### config.mk
export PLATFORM = sky130hd
export DESIGN_NAME = id_ex_stage
export DESIGN_NICKNAME = d
export VERILOG_FILES = /design/src/rtl/id_ex_stage.sv
export SDC_FILE = /design/constraint.sdc
export NUM_CORES = 1
export LEC_CHECK = 0
export ABC_CLOCK_PERIOD_IN_PS = 1930
export BUFFER_PORTS_ARGS = -buffer_cell sky130_fd_sc_hd__buf_4
export CAP_MARGIN = 10
export CORE_AREA = 2 2 130 132
export DETAILED_ROUTE_END_ITERATION = 7
export DIE_AREA = 0 0 132 134
export PLACE_DENSITY = 0.89
export RECOVER_POWER = 100
export SETUP_SLACK_MARGIN = 0.2
export SYNTH_ARGS = -nofsm -noshare
export SYNTH_HDL_FRONTEND = slang
export SYNTH_SLANG_ARGS = --single-unit
### constraint.sdc
create_clock -name clk -period 1.93 [get_ports clk]
set_input_delay 0 -clock clk [delete_from_list [all_inputs] [get_ports clk]]
set_output_delay 0 -clock clk [all_outputs]
set_load 0.02 [all_outputs]
### src/rtl/id_ex_stage.sv
// ID/EX pipeline register with MEM/WB operand forwarding, load-use stall detection and a saturating stall counter.
// One cycle ID->EX; forwarding and Stall are combinational. Upstream holds ID while Stall=1; this stage inserts a bubble.
module id_ex_stage #(
  parameter logic [15:0] STALL_MAX = 16'hFFFF
) (
  input  logic        clk,
  input  logic        reset,
  input  logic        ID_Valid,
  input  logic [4:0]  ID_ALUCode,
  input  logic [4:0]  ID_RsAddr,
  input  logic [4:0]  ID_RtAddr,
  input  logic [31:0] ID_RsData,
  input  logic [31:0] ID_RtData,
  input  logic [31:0] ID_Imm,
  input  logic [4:0]  ID_Shamt,
  input  logic        ID_ALUSrcA,
  input  logic        ID_ALUSrcB,
  input  logic        ID_RegWrite,
  input  logic        ID_MemRead,
  input  logic [4:0]  ID_RegWriteAddr,
  input  logic        MEM_RegWrite,
  input  logic [4:0]  MEM_RegWriteAddr,
  input  logic [31:0] MEM_ALUResult,
  input  logic        WB_RegWrite,
  input  logic [4:0]  WB_RegWriteAddr,
  input  logic [31:0] WB_RegWriteData,
  input  logic        Flush,
  output logic        EX_Valid,
  output logic [4:0]  EX_ALUCode,
  output logic [31:0] EX_A,
  output logic [31:0] EX_B,
  output logic [31:0] EX_StoreData,
  output logic        EX_RegWrite,
  output logic        EX_MemRead,
  output logic [4:0]  EX_RegWriteAddr,
  output logic        Stall,
  output logic [15:0] StallCount
);

  logic        r_valid;
  logic [4:0]  r_alucode;
  logic [4:0]  r_rs_addr;
  logic [4:0]  r_rt_addr;
  logic [31:0] r_rs_data;
  logic [31:0] r_rt_data;
  logic [31:0] r_imm;
  logic [4:0]  r_shamt;
  logic        r_srca;
  logic        r_srcb;
  logic        r_regwrite;
  logic        r_memread;
  logic [4:0]  r_wa;
  logic [15:0] r_stall_cnt;

  logic        w_stall;
  logic        w_rs_hit;
  logic        w_rt_hit;
  logic [31:0] w_fwd_rs;
  logic [31:0] w_fwd_rt;

  // Rt only matters to the consumer when it is a real ALU operand or the store data of a non-load.
  assign w_rs_hit = (r_wa == ID_RsAddr);
  assign w_rt_hit = (r_wa == ID_RtAddr) && (!ID_ALUSrcB || !ID_MemRead);
  assign w_stall  = r_valid && r_memread && (r_wa != 5'd0) && ID_Valid &&
                    (w_rs_hit || w_rt_hit) && !Flush;

  always_comb begin
    w_fwd_rs = r_rs_data;
    if (MEM_RegWrite && (MEM_RegWriteAddr != 5'd0) && (MEM_RegWriteAddr == r_rs_addr))
      w_fwd_rs = MEM_ALUResult;
    else if (WB_RegWrite && (WB_RegWriteAddr != 5'd0) && (WB_RegWriteAddr == r_rs_addr))
      w_fwd_rs = WB_RegWriteData;
  end

  always_comb begin
    w_fwd_rt = r_rt_data;
    if (MEM_RegWrite && (MEM_RegWriteAddr != 5'd0) && (MEM_RegWriteAddr == r_rt_addr))
      w_fwd_rt = MEM_ALUResult;
    else if (WB_RegWrite && (WB_RegWriteAddr != 5'd0) && (WB_RegWriteAddr == r_rt_addr))
      w_fwd_rt = WB_RegWriteData;
  end

  always_ff @(posedge clk) begin
    if (reset) begin
      r_valid     <= 1'b0;
      r_alucode   <= 5'd0;
      r_rs_addr   <= 5'd0;
      r_rt_addr   <= 5'd0;
      r_rs_data   <= 32'd0;
      r_rt_data   <= 32'd0;
      r_imm       <= 32'd0;
      r_shamt     <= 5'd0;
      r_srca      <= 1'b0;
      r_srcb      <= 1'b0;
      r_regwrite  <= 1'b0;
      r_memread   <= 1'b0;
      r_wa        <= 5'd0;
      r_stall_cnt <= 16'd0;
    end else begin
      r_rs_addr <= ID_RsAddr;
      r_rt_addr <= ID_RtAddr;
      r_rs_data <= ID_RsData;
      r_rt_data <= ID_RtData;
      r_imm     <= ID_Imm;
      r_shamt   <= ID_Shamt;
      r_srca    <= ID_ALUSrcA;
      r_srcb    <= ID_ALUSrcB;
      r_wa      <= ID_RegWriteAddr;
      // Bubble: only the control fields need to be killed, operands are don't-care.
      if (Flush || w_stall) begin
        r_valid    <= 1'b0;
        r_alucode  <= 5'd0;
        r_regwrite <= 1'b0;
        r_memread  <= 1'b0;
      end else begin
        r_valid    <= ID_Valid;
        r_alucode  <= ID_ALUCode;
        r_regwrite <= ID_Valid && ID_RegWrite;
        r_memread  <= ID_Valid && ID_MemRead;
      end
      if (w_stall && (r_stall_cnt != STALL_MAX))
        r_stall_cnt <= r_stall_cnt + 16'd1;
    end
  end

  assign EX_Valid        = r_valid;
  assign EX_ALUCode      = r_alucode;
  assign EX_A            = r_srca ? {27'd0, r_shamt} : w_fwd_rs;
  assign EX_B            = r_srcb ? r_imm : w_fwd_rt;
  assign EX_StoreData    = w_fwd_rt;
  assign EX_RegWrite     = r_regwrite;
  assign EX_MemRead      = r_memread;
  assign EX_RegWriteAddr = r_wa;
  assign Stall           = w_stall;
  assign StallCount      = r_stall_cnt;

endmodule

==> results.json, run 1 <==
{
  "setup_viol": 121,
  "nNetsFinal": 1531,
  "ys_types": 50,
  "yosysSeqAreaShare": 0.392,
  "ys_warn_count": 0,
  "area_delta_synth_final_pct": 109,
  "worstHoldEndpoint": "EX_Valid$_SDFF_PP0_",
  "clkPwrFrac": 0.352,
  "critPathKind": "reg2out",
  "status": "complete, but fails checks",
  "ys_ff_latch": 142,
  "endpoint_kind": "output port",
  "overflow": 0,
  "sequential_cell_area_mm2": 0.00287,
  "io_buffers": 330,
  "syn_avg_cell_area_um2": 9.14,
  "drive_above_1_share": 0.542,
  "post-route-period-util": 1.52,
  "cts_inserted_buffers": 17,
  "die_area_mm2": 0.0177,
  "grt_max_degree": 41,
  "synthArstFlopShare": 0,
  "hold_depth": 3,
  "post-place-ws_ps": -61.8,
  "path_clk_slew_ps": 60,
  "ctsHtreeMaxLevel": 4,
  "start_util": 0.446,
  "synth-edff-count": 0,
  "drt_iter0_drc": 1852,
  "r2r_cells": 7,
  "crit_chain": "buf_6 > xnor2_2 > nand4_1 > nor2_4 > buf_12 > buf_4 > nand2_1 > a311oi_2 > buf_4",
  "worstMarginPinSlew_ps": 1340,
  "path_common_cell": "buf_4",
  "grt_pass1_vias": 10200,
  "routed_wl_mm": 55.6,
  "rows": 47,
  "via_per_inst": 6.93,
  "powerDensity_mw_per_mm2": 611,
  "leakage_nw": 6.28,
  "fin_skew_ps": 7.06,
  "hold_viol_final": 0,
  "numClockSinks": 142,
  "wl_per_cell_um": 35.6,
  "combPwrFrac": 0.300,
  "cp-start-kind": "flip-flop",
  "hp-start": "Flush",
  "final.min_clock_period_ps": 2930,
  "power.internal_mw": 6.23,
  "final_cell_count_no_fill": 1562,
  "mappedNetlistNets": 1000,
  "synth_area_mm2": 0.00726,
  "violations": "DRC, setup timing",
  "drc_errors": 22,
  "pwr-share-seq": 0.348,
  "die-width_um": 132,
  "slowest_stage": "a311oi_2",
  "r2r_setup_slack_ps": -380,
  "cts-root-buf": "clkbuf_16",
  "r2r-start": "StallCount[2]$_SDFFE_PP0P_",
  "grt_pass1_wl_mm": 64.0,
  "ant_nets": 0,
  "ios": 331,
  "antenna_found_initial": 5,
  "cp_max_fo": 6,
  "rsz0062_at_grt": "true",
  "max_stage_delay_ps": 680,
  "grtUsageTotal": 0.482,
  "fillerInstances": 476,
  "die_h_um": 134,
  "final_common_cell": "buf_4",
  "netlist_instances": 794,
  "peakVddDrop_v": 0.000629,
  "maxCapViolations": 0,
  "reg2reg_to": "StallCount[9]$_SDFFE_PP0P_",
  "relSlewSlack": 0.104,
  "hold_path.class": "in2reg",
  "vias": 10800,
  "clk_latency_ps": 430,
  "swShare": 0.327,
  "maxSlewViolCount": 0,
  "synth_flop_cell": "dfxtp_1",
  "p_sw_mw": 3.02,
  "dp_cells": 1332,
  "tritoncts": "done",
  "fmax_mhz": 341,
  "dp_hpwl_mm": 20.0,
  "cp_data_arrival_time_ps": 2930,
  "setup_ws_ps": -1000,
  "clockBufferDepth": 2,
  "coreArea_mm2": 0.0163,
  "multi_input_area_mm2": 0.00583,
  "firstDrtPassIters": 8,
  "layout_common_cells": "buf_4, dfxtp_1, dlygate4sd3_1, nor2b_1, buf_6",
  "cp.required_ps": 1930,
  "gp_congestion": 0.877
}
[flip-flops by register name, indices dropped and copies added (netlist names)]
register,count
r_imm,32
r_rs_data,32
r_rt_data,32
StallCount,16
EX_ALUCode,5
EX_RegWriteAddr,5
r_rs_addr,5
r_rt_addr,5
r_shamt,5
EX_MemRead,1
EX_RegWrite,1
EX_Valid,1
r_srca,1
r_srcb,1
[through the flow]
| stage | setup TNS (ps) | cell area (µm²) | power [mW] | hold WS [ps] | util |
|---|---|---|---|---|---|
| 2_1_floorplan | 0 | 7710 | 4.10 | 68.1 | - |
| 3_3_place_gp | 0 | 10700 | 4.93 | 209 | 0.660 |
| 3_5_place_dp | -117 | 10700 | 4.96 | 214 | 0.660 |
| 4_1_cts | -31060 | 14200 | 8.53 | 25.5 | 0.871 |
| 5_1_grt | -64240 | 15100 | 9.36 | 119 | 0.929 |
| 6_report | -59240 | 15100 | 9.26 | 112 | 0.930 |
[cell type report]
type | count | share of cell area
diodes | 5 | 0.000826
clock buffers | 24 | 0.0311
clock inverters | 7 | 0.00430
inverters | 3 | 0.000743
multi-input cells | 587 | 0.385
flip-flops and latches | 142 | 0.190
well taps | 220 | 0.0182
repair buffers | 574 | 0.370
[how the worst max path moves through the flow]
stage	from	end	cells after the start
6_report	r_rs_addr[2]$_SDFF_PP0_	EX_A[18]	9
2_1_floorplan	r_rt_addr[4]$_SDFF_PP0_	EX_B[0]	6
3_5_place_dp	r_rs_addr[2]$_SDFF_PP0_	EX_A[1]	8
3_3_place_gp	r_rt_addr[4]$_SDFF_PP0_	EX_B[31]	8
4_1_cts	r_rs_addr[2]$_SDFF_PP0_	EX_A[1]	8
5_1_grt	r_rs_addr[2]$_SDFF_PP0_	EX_A[10]	10
[power by group through the flow]
stage | combinational [mW] | sequential, mW | clock [mW]
floorplan | 0.913 | 3.19 | 0
global placement | 1.72 | 3.20 | 0
detailed placement | 1.75 | 3.21 | 0
CTS | 2.28 | 3.16 | 3.09
global route | 2.81 | 3.21 | 3.33
finish | 2.78 | 3.22 | 3.26
[critical path: cells and delay by family, from the launching register on]
| kind | cells | cell delay [ps] |
|---|---|---|
| AO/OA/AOI/OAI | 1 | 680 |
| AND/OR/NAND/NOR | 3 | 650 |
| buffers and inverters | 4 | 640 |
| flip-flops | 1 | 360 |
| XOR/XNOR | 1 | 160 |
[cell families after synthesis]
group                    share of synthesized area
flip-flops                                   0.392
multiplexers                               0.00983
AND/OR/NAND/NOR                              0.298
adder cells (fa/ha/maj)                    0.00172
buffers and inverters                       0.0471
AO/OA/AOI/OAI                                0.216
XOR/XNOR                                    0.0362
[cells in the mapped netlist (2+ instances only)]
library cell	n	share of area
a21oi_1	17	0.012
a221oi_1	3	0.0036
a221oi_2	30	0.062
a311oi_2	27	0.056
and2_1	2	0.0017
and3_1	34	0.029
buf_2	15	0.010
buf_4	2	0.0021
buf_6	8	0.012
clkbuf_1	35	0.018
dfxtp_1	142	0.39
inv_1	3	0.0016
mux2i_1	6	0.0083
nand2_1	87	0.045
nand2_2	11	0.0095
nand2b_1	6	0.0052
nand3_1	11	0.0076
nand4_1	7	0.0060
nor2_1	96	0.050
nor2b_1	121	0.10
nor3_1	7	0.0048
nor4_1	3	0.0026
nor4b_1	6	0.0072
o21ai_0	4	0.0028
o31ai_1	14	0.014
o31ai_2	30	0.052
or3_1	5	0.0043
or4_1	12	0.012
xnor2_1	14	0.017
xor2_1	16	0.019
[metal layers]
layer | vias up | GRT usage | part of all wire
met5 | - | 0 | 0.0048
met3 | 665 | 0.202 | 0.16
met1 | 4904 | 0.501 | 0.29
li1 | 3870 | - | -
met2 | 1371 | 0.776 | 0.41
met4 | 10 | 0.368 | 0.13
[what timing repair did]
item	in CTS	in global routing
endpoints found under the setup margin	109	121
setup buffers	23	26
resized for setup	202	167
pin swaps	103	85
cloned	15	3
hold endpoints to repair	125	0
hold buffers	127	0
Note: power is estimated with default switching activity, not from simulation.
==> run 2, diff against run 1 <==
--- a/config.mk
+++ b/config.mk
@@ -14,6 +14,7 @@
 export PLACE_DENSITY = 0.89
 export RECOVER_POWER = 100
 export SETUP_SLACK_MARGIN = 0.2
+export SKIP_LAST_GASP = 1
 export SYNTH_ARGS = -nofsm -noshare
 export SYNTH_HDL_FRONTEND = slang
 export SYNTH_SLANG_ARGS = --single-unit
==> run 2 against run 1 <==
  * The run ends with setup timing left
  * Die area is the same
  * Final cell count shrank 0.45%
  * Fmax grew 8.3%
  * Flip-flop and latch count is the same
  * Combinational power shrank 4%
  * Design area shrank 2.2%
  * Worst setup slack gained 230 ps
  * Wire length shrank 8.1%
  * Via count shrank 5.1%
  * Clock power is essentially flat
  * Critical endpoint is now EX_A[14]
  * Largest cell class unchanged
==> results.json, run 2 (synthesis results as in run 1) <==
{
  "cp_max_fo": 5,
  "final.min_clock_period_ps": 2710,
  "rows": 47,
  "clk_latency_ps": 430,
  "drc_errors": 0,
  "antenna_found_initial": 10,
  "cts-root-buf": "clkbuf_16",
  "grt_pass1_wl_mm": 60.7,
  "fmax_mhz": 370,
  "firstDrtPassIters": 6,
  "maxCapViolations": 0,
  "area_delta_synth_final_pct": 104,
  "start_util": 0.446,
  "via_per_inst": 6.60,
  "hold_viol_final": 0,
  "cp-start-kind": "flip-flop",
  "cp_data_arrival_time_ps": 2710,
  "placed_area_mm2": 0.0107,
  "endpoint_kind": "output port",
  "rsz0062_at_grt": "true",
  "cts_inserted_buffers": 17,
  "die_area_mm2": 0.0177,
  "cp.required_ps": 1930,
  "violations": "setup timing",
  "drive_above_1_share": 0.527,
  "clockBufferDepth": 2,
  "hold_path.class": "in2reg",
  "grt_max_degree": 41,
  "worstMarginPinSlew_ps": 1310,
  "wl_per_cell_um": 32.8,
  "grtUsageTotal": 0.456,
  "ant_nets": 0,
  "fillerInstances": 559,
  "setup_viol": 119,
  "overflow": 0,
  "dp_hpwl_mm": 20.0,
  "powerDensity_mw_per_mm2": 616,
  "coreArea_mm2": 0.0163,
  "gp_congestion": 0.877,
  "relSlewSlack": 0.124,
  "path_clk_slew_ps": 60,
  "die_h_um": 134,
  "peakVddDrop_v": 0.000714,
  "status": "complete, but fails checks",
  "vias": 10300,
  "fin_area_mm2": 0.0148,
  "die-width_um": 132,
  "fin_skew_ps": 6.10,
  "grt_pass1_vias": 10000,
  "setup_ws_ps": -775,
  "critPathKind": "reg2out",
  "drt_iter0_drc": 1334,
  "nNetsFinal": 1526,
  "numClockSinks": 142,
  "whs_ps": 114,
  "layout_common_cells": "buf_4, dlygate4sd3_1, dfxtp_1, nor2b_1",
  "leakage_nw": 6.10,
  "ctsHtreeMaxLevel": 4,
  "post-route-period-util": 1.40,
  "io_buffers": 330,
  "final_common_cell": "buf_4",
  "maxSlewViolCount": 0,
  "largestRegisters": "r_imm (32), r_rs_data (32), r_rt_data (32)",
  "routed_wl_mm": 51.0,
  "ios": 331,
  "tritoncts": "done"
}
[run 2: cell types whose count changed in the layout (fill, tap and decap cells not counted), moves of 8 or more]
| cell | change |
|---|---|
| buf_6 | -18 |
| nand2_1 | +18 |
| buf_4 | +16 |
| nand2_4 | -10 |
| nand2_2 | -8 |
| nor2_1 | -8 |
| nor2_2 | +8 |
[run 2: power breakdown]
group,leakage [nW],internal (mW),switching [mW],total (mW)
registers,1.18,3.07,0.141,3.21
logic,4.65,1.30,1.36,2.66
clock network,0.260,1.83,1.42,3.25
total,6.10,6.20,2.92,9.12
[run 2: worst paths after layout]
check	startpoint	depth (start not counted)	endpoint	slack, ps
max reg2reg	EX_RegWriteAddr[1]$_SDFF_PP0_	7	StallCount[6]$_SDFFE_PP0P_	-260
max	r_rs_addr[0]$_SDFF_PP0_	8	EX_A[14]	-780
min reg2reg	StallCount[1]$_SDFFE_PP0P_	2	StallCount[1]$_SDFFE_PP0P_	530
min	Flush	3	EX_RegWrite$_SDFF_PP0_	110
[run 2: timing repair]
action | 4_1_cts | 5_1_grt
pin swaps | 90 | 57
setup buffers | 23 | 22
endpoints found under the hold margin | 125 | 0
gates resized for setup | 159 | 160
cloned | 15 | 2
endpoints found under the setup margin | 109 | 121
hold buffers | 127 | 0
[run 2: critical path, stage by stage (launching register included)]
cell	delay [ps]
dfxtp_2	350
xnor2_2	190
nand3_1	130
or4_4	490
buf_12	170
buf_12	130
buf_8	120
a311oi_4	490
buf_6	200
[run 2: routing by layer]
layer	GRT usage	up-vias	share of wire
met5	0	-	0.0026
met4	0.369	10	0.11
li1	-	3860	-
met1	0.465	4714	0.30
met3	0.180	523	0.15
met2	0.744	1157	0.43
[run 2: area by class of cell]
type,count,area [µm²],share of cell area
clock buffers,24,472,0.0319
repair buffers,569,5430,0.367
multi-input cells,587,5660,0.383
flip-flops and latches,142,2880,0.194
inverters,3,11.3,0.000761
diodes,3,7.51,0.000507
clock inverters,7,65.1,0.00439
well taps,220,275,0.0186
[run 2: per-stage QoR]
stage	TNS (ps)	utilization	cells	setup slack, ps	total power [mW]
3_3_place_gp	0	0.660	1332	25.1	4.93
2_1_floorplan	0	-	794	172	4.10
5_1_grt	-56240	0.909	1554	-797	9.24
3_5_place_dp	-117	0.660	1332	-61.8	4.96
4_1_cts	-31550	0.860	1528	-424	8.50
6_report	-49670	0.909	1555	-775	9.12
